### config.mk
export PLATFORM = sky130hd
export DESIGN_NAME = iomem_arbiter_flat
export DESIGN_NICKNAME = d
export VERILOG_FILES = /design/src/rtl/iomem_arbiter_pkg.sv /design/src/rtl/iomem_arbiter_if.sv /design/src/rtl/iomem_arbiter.sv /design/src/flat_wrapper.sv
export SDC_FILE = /design/constraint.sdc
export NUM_CORES = 1
export LEC_CHECK = 0
export CORE_AREA = 8 8 114 116
export DETAILED_ROUTE_END_ITERATION = 10
export DIE_AREA = 0 0 122 124
export PLACE_DENSITY = 0.64
export SYNTH_ARGS = -nofsm -noshare
export SYNTH_HDL_FRONTEND = slang
export SYNTH_SLANG_ARGS = --single-unit
### constraint.sdc
create_clock -name clk -period 2.2 [get_ports clk]
set_input_delay 0.66 -clock clk [delete_from_list [all_inputs] [get_ports clk]]
set_output_delay 0.66 -clock clk [all_outputs]
set_load 0.03 [all_outputs]
### src/rtl/iomem_arbiter_pkg.sv
// Shared types and constants for the two-master iomem arbiter.
package iomem_pkg;

  localparam int unsigned NumMasters = 2;
  localparam int unsigned StrbW      = 4;
  localparam int unsigned AddrW      = 32;
  localparam int unsigned DataW      = 32;

  localparam logic [DataW-1:0] ErrRdataDefault = 32'hDEAD_BEEF;

  typedef enum logic [1:0] {
    StIdle  = 2'd0,
    StBusy0 = 2'd1,
    StBusy1 = 2'd2
  } state_e;

endpackage

### src/rtl/iomem_arbiter_if.sv
// picorv32-style iomem handshake bundle; master drives the request, slave the response.
interface iomem_arbiter_if;
  import iomem_pkg::*;

  logic             valid;
  logic             ready;
  logic [StrbW-1:0] wstrb;
  logic [AddrW-1:0] addr;
  logic [DataW-1:0] wdata;
  logic [DataW-1:0] rdata;

  modport master (output valid, wstrb, addr, wdata, input ready, rdata);
  modport slave  (input valid, wstrb, addr, wdata, output ready, rdata);

endinterface

### src/rtl/iomem_arbiter.sv
// Round-robin arbiter sharing one iomem slave between two masters, one transaction at a time.
// Define IOMEM_ARBITER_TIMEOUT_EN to add a slave-response timeout with a sticky error flag.
module iomem_arbiter
  import iomem_pkg::*;
#(
  parameter int unsigned      TIMEOUT_CYCLES = 255,
  parameter logic [DataW-1:0] ERR_RDATA      = ErrRdataDefault
) (
  input  logic                  clk,
  input  logic                  resetn,
  iomem_arbiter_if.slave        m0,
  iomem_arbiter_if.slave        m1,
  iomem_arbiter_if.master       s,
  output logic [NumMasters-1:0] grant,
  output logic                  timeout_err
);

  if (TIMEOUT_CYCLES < 1 || TIMEOUT_CYCLES > 65535) begin : g_bad_timeout
    $error("TIMEOUT_CYCLES must lie in 1..65535");
  end

  state_e           state_q;
  logic             last_q;  // index of the master that last completed
  logic             busy, sel1, req_valid, tmo, fin;
  logic [DataW-1:0] rsp;

  assign busy      = (state_q != StIdle);
  assign sel1      = (state_q == StBusy1);
  assign req_valid = busy && (sel1 ? m1.valid : m0.valid);
  assign grant     = {state_q == StBusy1, state_q == StBusy0};

  assign s.valid = req_valid && !tmo;

  always_comb begin
    s.wstrb = '0;
    s.addr  = '0;
    s.wdata = '0;
    unique case (state_q)
      StBusy0: begin
        s.wstrb = m0.wstrb;
        s.addr  = m0.addr;
        s.wdata = m0.wdata;
      end
      StBusy1: begin
        s.wstrb = m1.wstrb;
        s.addr  = m1.addr;
        s.wdata = m1.wdata;
      end
      default: ;
    endcase
  end

  // Ready comes only from the slave handshake or the timeout, never from a master's valid.
  assign fin      = (s.valid && s.ready) || tmo;
  assign rsp      = tmo ? ERR_RDATA : s.rdata;
  assign m0.ready = fin && !sel1;
  assign m1.ready = fin && sel1;
  assign m0.rdata = m0.ready ? rsp : '0;
  assign m1.rdata = m1.ready ? rsp : '0;

  always_ff @(posedge clk) begin
    if (!resetn) begin
      state_q <= StIdle;
      last_q  <= 1'b1;
    end else begin
      unique case (state_q)
        StIdle: begin
          if (m0.valid && (!m1.valid || last_q)) begin
            state_q <= StBusy0;
          end else if (m1.valid) begin
            state_q <= StBusy1;
          end
        end
        StBusy0, StBusy1: begin
          if (!req_valid) begin
            state_q <= StIdle;
          end else if (fin) begin
            state_q <= StIdle;
            last_q  <= sel1;
          end
        end
        default: state_q <= StIdle;
      endcase
    end
  end

`ifdef IOMEM_ARBITER_TIMEOUT_EN
  localparam logic [15:0] TimeoutLimit = 16'(TIMEOUT_CYCLES);

  logic [15:0] cnt_q;
  logic        err_q;

  assign tmo         = req_valid && (cnt_q == TimeoutLimit);
  assign timeout_err = err_q;

  always_ff @(posedge clk) begin
    if (!resetn) begin
      cnt_q <= '0;
      err_q <= 1'b0;
    end else begin
      if (!busy) begin
        cnt_q <= '0;
      end else if (!s.ready) begin
        cnt_q <= cnt_q + 16'd1;
      end
      if (tmo) begin
        err_q <= 1'b1;
      end
    end
  end
`else
  assign tmo         = 1'b0;
  assign timeout_err = 1'b0;
`endif

endmodule

### src/flat_wrapper.sv
// flat-port wrapper written by rule: the top's interface ports become plain ports
module iomem_arbiter_flat import iomem_pkg::*;
#(
  parameter int unsigned      TIMEOUT_CYCLES = 255,
  parameter logic [DataW-1:0] ERR_RDATA      = ErrRdataDefault
)
  (clk, resetn, grant, timeout_err, m0_valid, m0_wstrb, m0_addr, m0_wdata, m0_ready, m0_rdata, m1_valid, m1_wstrb, m1_addr, m1_wdata, m1_ready, m1_rdata, s_valid, s_wstrb, s_addr, s_wdata, s_ready, s_rdata);
  iomem_arbiter_if m0_i ();
  iomem_arbiter_if m1_i ();
  iomem_arbiter_if s_i ();
  input  logic clk;
  input  logic resetn;
  output logic [NumMasters-1:0] grant;
  output logic timeout_err;
  input wire logic [$bits(m0_i.valid)-1:0] m0_valid;
  input wire logic [$bits(m0_i.wstrb)-1:0] m0_wstrb;
  input wire logic [$bits(m0_i.addr)-1:0] m0_addr;
  input wire logic [$bits(m0_i.wdata)-1:0] m0_wdata;
  output wire logic [$bits(m0_i.ready)-1:0] m0_ready;
  output wire logic [$bits(m0_i.rdata)-1:0] m0_rdata;
  input wire logic [$bits(m1_i.valid)-1:0] m1_valid;
  input wire logic [$bits(m1_i.wstrb)-1:0] m1_wstrb;
  input wire logic [$bits(m1_i.addr)-1:0] m1_addr;
  input wire logic [$bits(m1_i.wdata)-1:0] m1_wdata;
  output wire logic [$bits(m1_i.ready)-1:0] m1_ready;
  output wire logic [$bits(m1_i.rdata)-1:0] m1_rdata;
  output wire logic [$bits(s_i.valid)-1:0] s_valid;
  output wire logic [$bits(s_i.wstrb)-1:0] s_wstrb;
  output wire logic [$bits(s_i.addr)-1:0] s_addr;
  output wire logic [$bits(s_i.wdata)-1:0] s_wdata;
  input wire logic [$bits(s_i.ready)-1:0] s_ready;
  input wire logic [$bits(s_i.rdata)-1:0] s_rdata;
  assign m0_i.valid = m0_valid;
  assign m0_i.wstrb = m0_wstrb;
  assign m0_i.addr = m0_addr;
  assign m0_i.wdata = m0_wdata;
  assign m0_ready = m0_i.ready;
  assign m0_rdata = m0_i.rdata;
  assign m1_i.valid = m1_valid;
  assign m1_i.wstrb = m1_wstrb;
  assign m1_i.addr = m1_addr;
  assign m1_i.wdata = m1_wdata;
  assign m1_ready = m1_i.ready;
  assign m1_rdata = m1_i.rdata;
  assign s_valid = s_i.valid;
  assign s_wstrb = s_i.wstrb;
  assign s_addr = s_i.addr;
  assign s_wdata = s_i.wdata;
  assign s_i.ready = s_ready;
  assign s_i.rdata = s_rdata;
  iomem_arbiter #(.TIMEOUT_CYCLES(TIMEOUT_CYCLES), .ERR_RDATA(ERR_RDATA)) u_core (.clk(clk), .resetn(resetn), .m0(m0_i), .m1(m1_i), .s(s_i), .grant(grant), .timeout_err(timeout_err));
endmodule
==> flow_summary.json, run 1 <==
{
  "status": "finished, violations left",
  "violations": "negative setup slack",
  "hold_buffers": 0,
  "synthCells": 259,
  "ant_nets": 0,
  "worstSkewPairLatency_ns": 0.23,
  "drtIter0Drc": 90,
  "finalSetupViolations": 102,
  "grt_pass1_wl_um": 20100,
  "core_area_mm2": 0.0112,
  "cts_tree": "built",
  "antenna_found_initial": 2,
  "via_per_inst": 4.55,
  "place_area_mm2": 0.00507,
  "first_global_vias": 3662,
  "start_util_pct": 15.4,
  "vdd_drop_max_uv": 210,
  "hp-class": "reg2reg",
  "die_area_mm2": 0.0151,
  "drv_slew": 0,
  "synth_nets": 435,
  "final_cells": 729,
  "wl_um": 15600,
  "ys_seq_elements": 3,
  "fin_area_mm2": 0.00673,
  "yosysSeqAreaShare_pct": 3.50,
  "hpwl_um": 10700,
  "track_usage_pct": 16.9,
  "worstSetupEndpointType": "primary output",
  "fmax_mhz": 430,
  "p_leak_nw": 2.59,
  "htreeDepth": 1,
  "layout.nets": 763,
  "fin_ws_ns": -0.125,
  "ys_types": 25,
  "synthesis.area_mm2": 0.00172,
  "syn_area_per_cell_um2": 6.63,
  "io_pins": 311,
  "die_h_um": 124,
  "wire_per_inst_um": 21.4,
  "antenna_cells": 0,
  "crit_type": "reg2out",
  "cts_buffer_depth": 2,
  "finalCritPeriodShare_pct": 106,
  "critPathMaxFanout": 8,
  "rows": 39,
  "skew_ns": 0.000380,
  "powerDensity_mw_per_mm2": 297,
  "dr.pass1.iters": 4,
  "grt_max_degree": 41,
  "yosysWarnings": 0,
  "place_congestion": 0.777,
  "chipWidth_um": 122,
  "clk_pin_slew_ns": 0.03,
  "hold_viol": 0,
  "port-buffer-count": 309,
  "drive_above_1_share_pct": 67.1,
  "vias": 3318,
  "clock_sinks": 3,
  "syn_to_final_growth_pct": 292,
  "placed_cells": 693,
  "cts_buffers": 3,
  "rsz0062_at_grt": "true",
  "cts-root-buf": "clkbuf_16",
  "worst_ep_required_time_ns": 1.54,
  "crit_arrival_ns": 1.67,
  "startpoint_type": "flop",
  "drcViolationCount": 0,
  "drv_cap": 0,
  "power_mw": 2.00,
  "gr-total-overflow": 0,
  "period_minus_slack_ns": 2.33
}
## cells in the mapped netlist
library cell / number / area share [%]
o22ai_1: 1 / 0.36
dfxtp_1: 3 / 3.5
or2b_1: 1 / 0.44
inv_1: 2 / 0.44
or3b_1: 1 / 0.51
conb_1: 1 / 0.22
o21ai_0: 1 / 0.29
buf_2: 8 / 2.3
nor2_1: 2 / 0.44
nand3b_1: 1 / 0.44
and2_1: 64 / 23
mux2i_1: 2 / 1.2
ha_1: 3 / 2.2
clkbuf_8: 1 / 0.80
clkbuf_1: 18 / 3.9
and4b_1: 1 / 0.58
clkbuf_2: 2 / 0.58
nand3_1: 1 / 0.29
and4bb_2: 1 / 0.73
a22oi_1: 68 / 30
nor2b_1: 68 / 25
a21o_1: 1 / 0.44
nand2_1: 5 / 1.1
a2bb2oi_1: 1 / 0.51
buf_4: 2 / 0.87
## cells in the final DEF (no fill, tap or decap), drive strengths merged
cell / netlist / layout
dlygate4sd2: 0 / 1
mux2i: 2 / 2
conb: 1 / 1
nand2: 5 / 5
nand3: 1 / 1
and2: 64 / 64
nand3b: 1 / 1
o21ai: 1 / 1
clkbuf: 21 / 12
nor2: 2 / 2
nor2b: 68 / 68
or3b: 1 / 1
inv: 2 / 2
a2bb2oi: 1 / 1
a22oi: 68 / 68
and4b: 1 / 1
dfxtp: 3 / 3
clkdlybuf4s50: 0 / 167
dlymetal6s2s: 0 / 1
ha: 3 / 3
o22ai: 1 / 1
or2b: 1 / 1
a21o: 1 / 1
buf: 10 / 177
and4bb: 1 / 1
## cells by family (layout without fill, tap and decap cells)
kind of cell / count (synthesis) / in the layout / share of synthesized area [%]
adders and majority gates: 3 / 3 / 2.19
buffers and inverters: 33 / 360 / 8.96
and+or+nand+nor: 145 / 145 / 52.6
muxes: 2 / 2 / 1.17
other: 1 / 1 / 0.218
AOI/OAI and AO/OA: 72 / 72 / 31.3
DFF: 3 / 3 / 3.50
## final timing paths
| kind | depth (start not counted) | endpoint | from | slack [ns] |
|---|---|---|---|---|
| worst max-delay path | 7 | m0_rdata[4] | u_core.state_q[0]$_SDFFE_PN0P_ | -0.13 |
| worst min-delay path | 2 | u_core.last_q$_SDFFE_PN1P_ | u_core.last_q$_SDFFE_PN1P_ | 0.49 |
| worst max register to register | 9 | u_core.state_q[1]$_SDFFE_PN0P_ | u_core.state_q[0]$_SDFFE_PN0P_ | 0.34 |
| worst min register to register | 2 | u_core.last_q$_SDFFE_PN1P_ | u_core.last_q$_SDFFE_PN1P_ | 0.49 |
## layer usage
layer  global-route usage [%]  part of all wire (%)  vias to the layer above
met4                     4.39                   1.7                        4
met1                     15.4                    34                     1526
met5                        0                  0.17                        -
met2                     33.5                    53                      201
li1                         -                     -                     1565
met3                     7.07                    11                       22
## worst max-delay path: stages, from the launching register on
cell       delay (ns)
dfxtp_2          0.34
inv_4            0.05
ha_4             0.17
and4bb_2         0.33
buf_6            0.14
clkbuf_16        0.15
and2_4           0.14
buf_6            0.12
## stage by stage
stage                     setup TNS [ns]  hold slack [ns]  util [%]  worst slack, ns
after floorplan                    -1.07            0.451         -          -0.0420
after global placement            -24.31            0.472      45.4           -0.390
after detailed placement          -25.81            0.479      45.4           -0.419
after CTS                          -5.75            0.491      55.1           -0.113
after global routing              -14.82            0.541      60.2           -0.180
final                              -7.90            0.491      60.2           -0.125
## power by group
part           internal [mW]  switching, mW
sequential            0.0597        0.00487
combinational          0.936          0.707
clock                  0.239         0.0523
total                   1.23          0.764
## registers in the layout, indices dropped and copies added (netlist names)
| name | count |
|---|---|
| u_core.last_q | 1 |
| u_core.state_q | 2 |
## layout make-up
| cell class | count | area [um2] |
|---|---|---|
| clock buffers | 4 | 78.8 |
| fillers | 896 | 4450 |
| inverters | 2 | 12.5 |
| multi-input cells | 223 | 2220 |
| flip-flops and latches | 3 | 65.1 |
| well taps | 143 | 179 |
| repair buffers | 354 | 4180 |
## timing repair
item,in CTS,in global routing
endpoints found under the setup margin,135,135
gates resized for setup,223,72
cloned,7,11
pin swaps,32,47
setup buffers,9,5
(Power assumes the default switching activity.)
==> run 2, diff against run 1 <==
Clock period 2.2 ns to 2.4 ns, I/O delays scaled along.
==> run 2 against run 1 <==
The run still ends with negative setup slack left; largest cell class unchanged; clock power is 7.5% lower; combinational power is 20% lower; final area fell by 9.6%; register-to-register slack worse by 0.12 ns; count of clock-buffer cells in the layout stayed put; cell count shrank 0.96%; sequential share of layout area grew 0.14 points; via count is 1.3% lower.
==> flow_summary.json, run 2 (synthesized netlist as in run 1, its figures left out) <==
{
  "mostFrequentLayoutCell": "clkdlybuf4s50_1",
  "rsz0062_at_grt": "true",
  "holdWs_ns": 0.511,
  "wire_per_inst_um": 20.3,
  "p_leak_nw": 2.41,
  "final_cell_mix": "clkdlybuf4s50_1 (171), buf_4 (77), buf_6 (68)",
  "drv_cap": 0,
  "crit_arrival_ns": 1.70,
  "via_per_inst": 4.53,
  "chipWidth_um": 122,
  "die_h_um": 124,
  "place_area_mm2": 0.00501,
  "drcViolationCount": 0,
  "power_mw": 1.64,
  "final_cells": 722,
  "wl_um": 14600,
  "fin_tns_setup_ns": -0.209,
  "placed_cells": 695,
  "drtIter0Drc": 69,
  "antenna_cells": 0,
  "clock_sinks": 3,
  "worstSetupEndpointType": "primary output",
  "regMostFlops": "u_core.state_q",
  "cts_buffer_depth": 2,
  "critPathMaxFanout": 8,
  "cts_buffers": 3,
  "preCtsSetupSlack_ns": -0.308,
  "io_pins": 311,
  "clk_pin_slew_ns": 0.03,
  "hpwl_um": 10900,
  "worst_ep_required_time_ns": 1.68,
  "core_area_mm2": 0.0112,
  "gr-total-overflow": 0,
  "cts-root-buf": "clkbuf_16",
  "top_regs": "u_core.state_q (2), u_core.last_q (1)",
  "startpoint_type": "flop",
  "vias": 3274,
  "utilization_pct": 54.4,
  "skew_ns": 0.00366,
  "finalSetupViolations": 24,
  "vdd_drop_max_uv": 198,
  "layout.nets": 756,
  "first_global_vias": 3542,
  "fmax_mhz": 413,
  "hp-class": "reg2reg",
  "hold_viol": 0,
  "largest_reg_flops": 2,
  "fill_cells": 960,
  "drive_above_1_share_pct": 59.4,
  "fin_ws_ns": -0.0202,
  "htreeDepth": 1,
  "grt_max_degree": 47,
  "status": "finished, violations left",
  "violations": "negative setup slack",
  "period_minus_slack_ns": 2.42,
  "port-buffer-count": 309,
  "worstSkewPairLatency_ns": 0.23,
  "fin_area_mm2": 0.00608,
  "finalCritPeriodShare_pct": 101,
  "grt_pass1_wl_um": 19700,
  "powerDensity_mw_per_mm2": 270,
  "place_congestion": 0.854,
  "dr.pass1.iters": 4,
  "ant_nets": 0,
  "start_util_pct": 15.4,
  "syn_to_final_growth_pct": 254,
  "hold_buffers": 0,
  "drv_slew": 0,
  "rows": 39,
  "antenna_found_initial": 0,
  "track_usage_pct": 16.5,
  "crit_type": "reg2out",
  "cts_tree": "built",
  "die_area_mm2": 0.0151
}
run 2: cell count changes in the layout (fill, tap and decap cells not counted), sizes merged:
| cell | delta |
|---|---|
| dlygate4sd2 | -1 |
| dlymetal6s2s | -1 |
| clkbuf | -6 |
| buf | -4 |
| bufbuf | +1 |
| clkdlybuf4s50 | +4 |
run 2: worst paths after layout:
kind                             startpoint                             end  slack [ns]  cells past startpoint
min reg2reg  u_core.state_q[1]$_SDFFE_PN0P_  u_core.state_q[1]$_SDFFE_PN0P_        0.51                      2
min          u_core.state_q[1]$_SDFFE_PN0P_  u_core.state_q[1]$_SDFFE_PN0P_        0.51                      2
max          u_core.state_q[0]$_SDFFE_PN0P_                     m0_rdata[2]       -0.02                      7
max reg2reg  u_core.state_q[0]$_SDFFE_PN0P_      u_core.last_q$_SDFFE_PN1P_        0.22                     14
run 2: critical path: stages (launching register included):
cell and delay (ns):
dfxtp_4 0.36, inv_4 0.05, ha_4 0.17, and4bb_4 0.36, buf_12 0.13, buf_16 0.13
and2_4 0.15, buf_6 0.12
run 2: report_power, final:
part,leakage (nW),switching [mW],internal (mW)
logic,2.35,0.577,0.737
registers,0.0260,0.00565,0.0544
clock network,0.0382,0.0508,0.220
run 2: cell type report:
type | count | area (um2) | share of cell area, %
Timing Repair Buffer | 347 | 3710 | 61.1
Sequential cell | 3 | 67.6 | 1.11
Tap cell | 143 | 179 | 2.94
Multi-Input combinational cell | 223 | 2030 | 33.4
Inverter | 2 | 12.5 | 0.206
Clock buffer | 4 | 78.8 | 1.30
run 2: repair_timing:
item / in CTS / in global routing
setup endpoints to repair: 81 / 113
cloned: 7 / 2
pin swaps: 17 / 20
resized for setup: 133 / 66
setup buffers: 16 / 2
hold endpoints to repair: 0 / 0
run 2: routing by layer:
metal | part of all wire, % | routed length, um | global-route usage (%) | up-vias
met4 | 1.9 | 272 | 3.24 | 0
li1 | - | - | - | 1546
met1 | 33 | 4790 | 15.6 | 1512
met3 | 11 | 1550 | 5.76 | 16
met2 | 55 | 8030 | 33.3 | 200
met5 | 0 | 0 | 0 | -
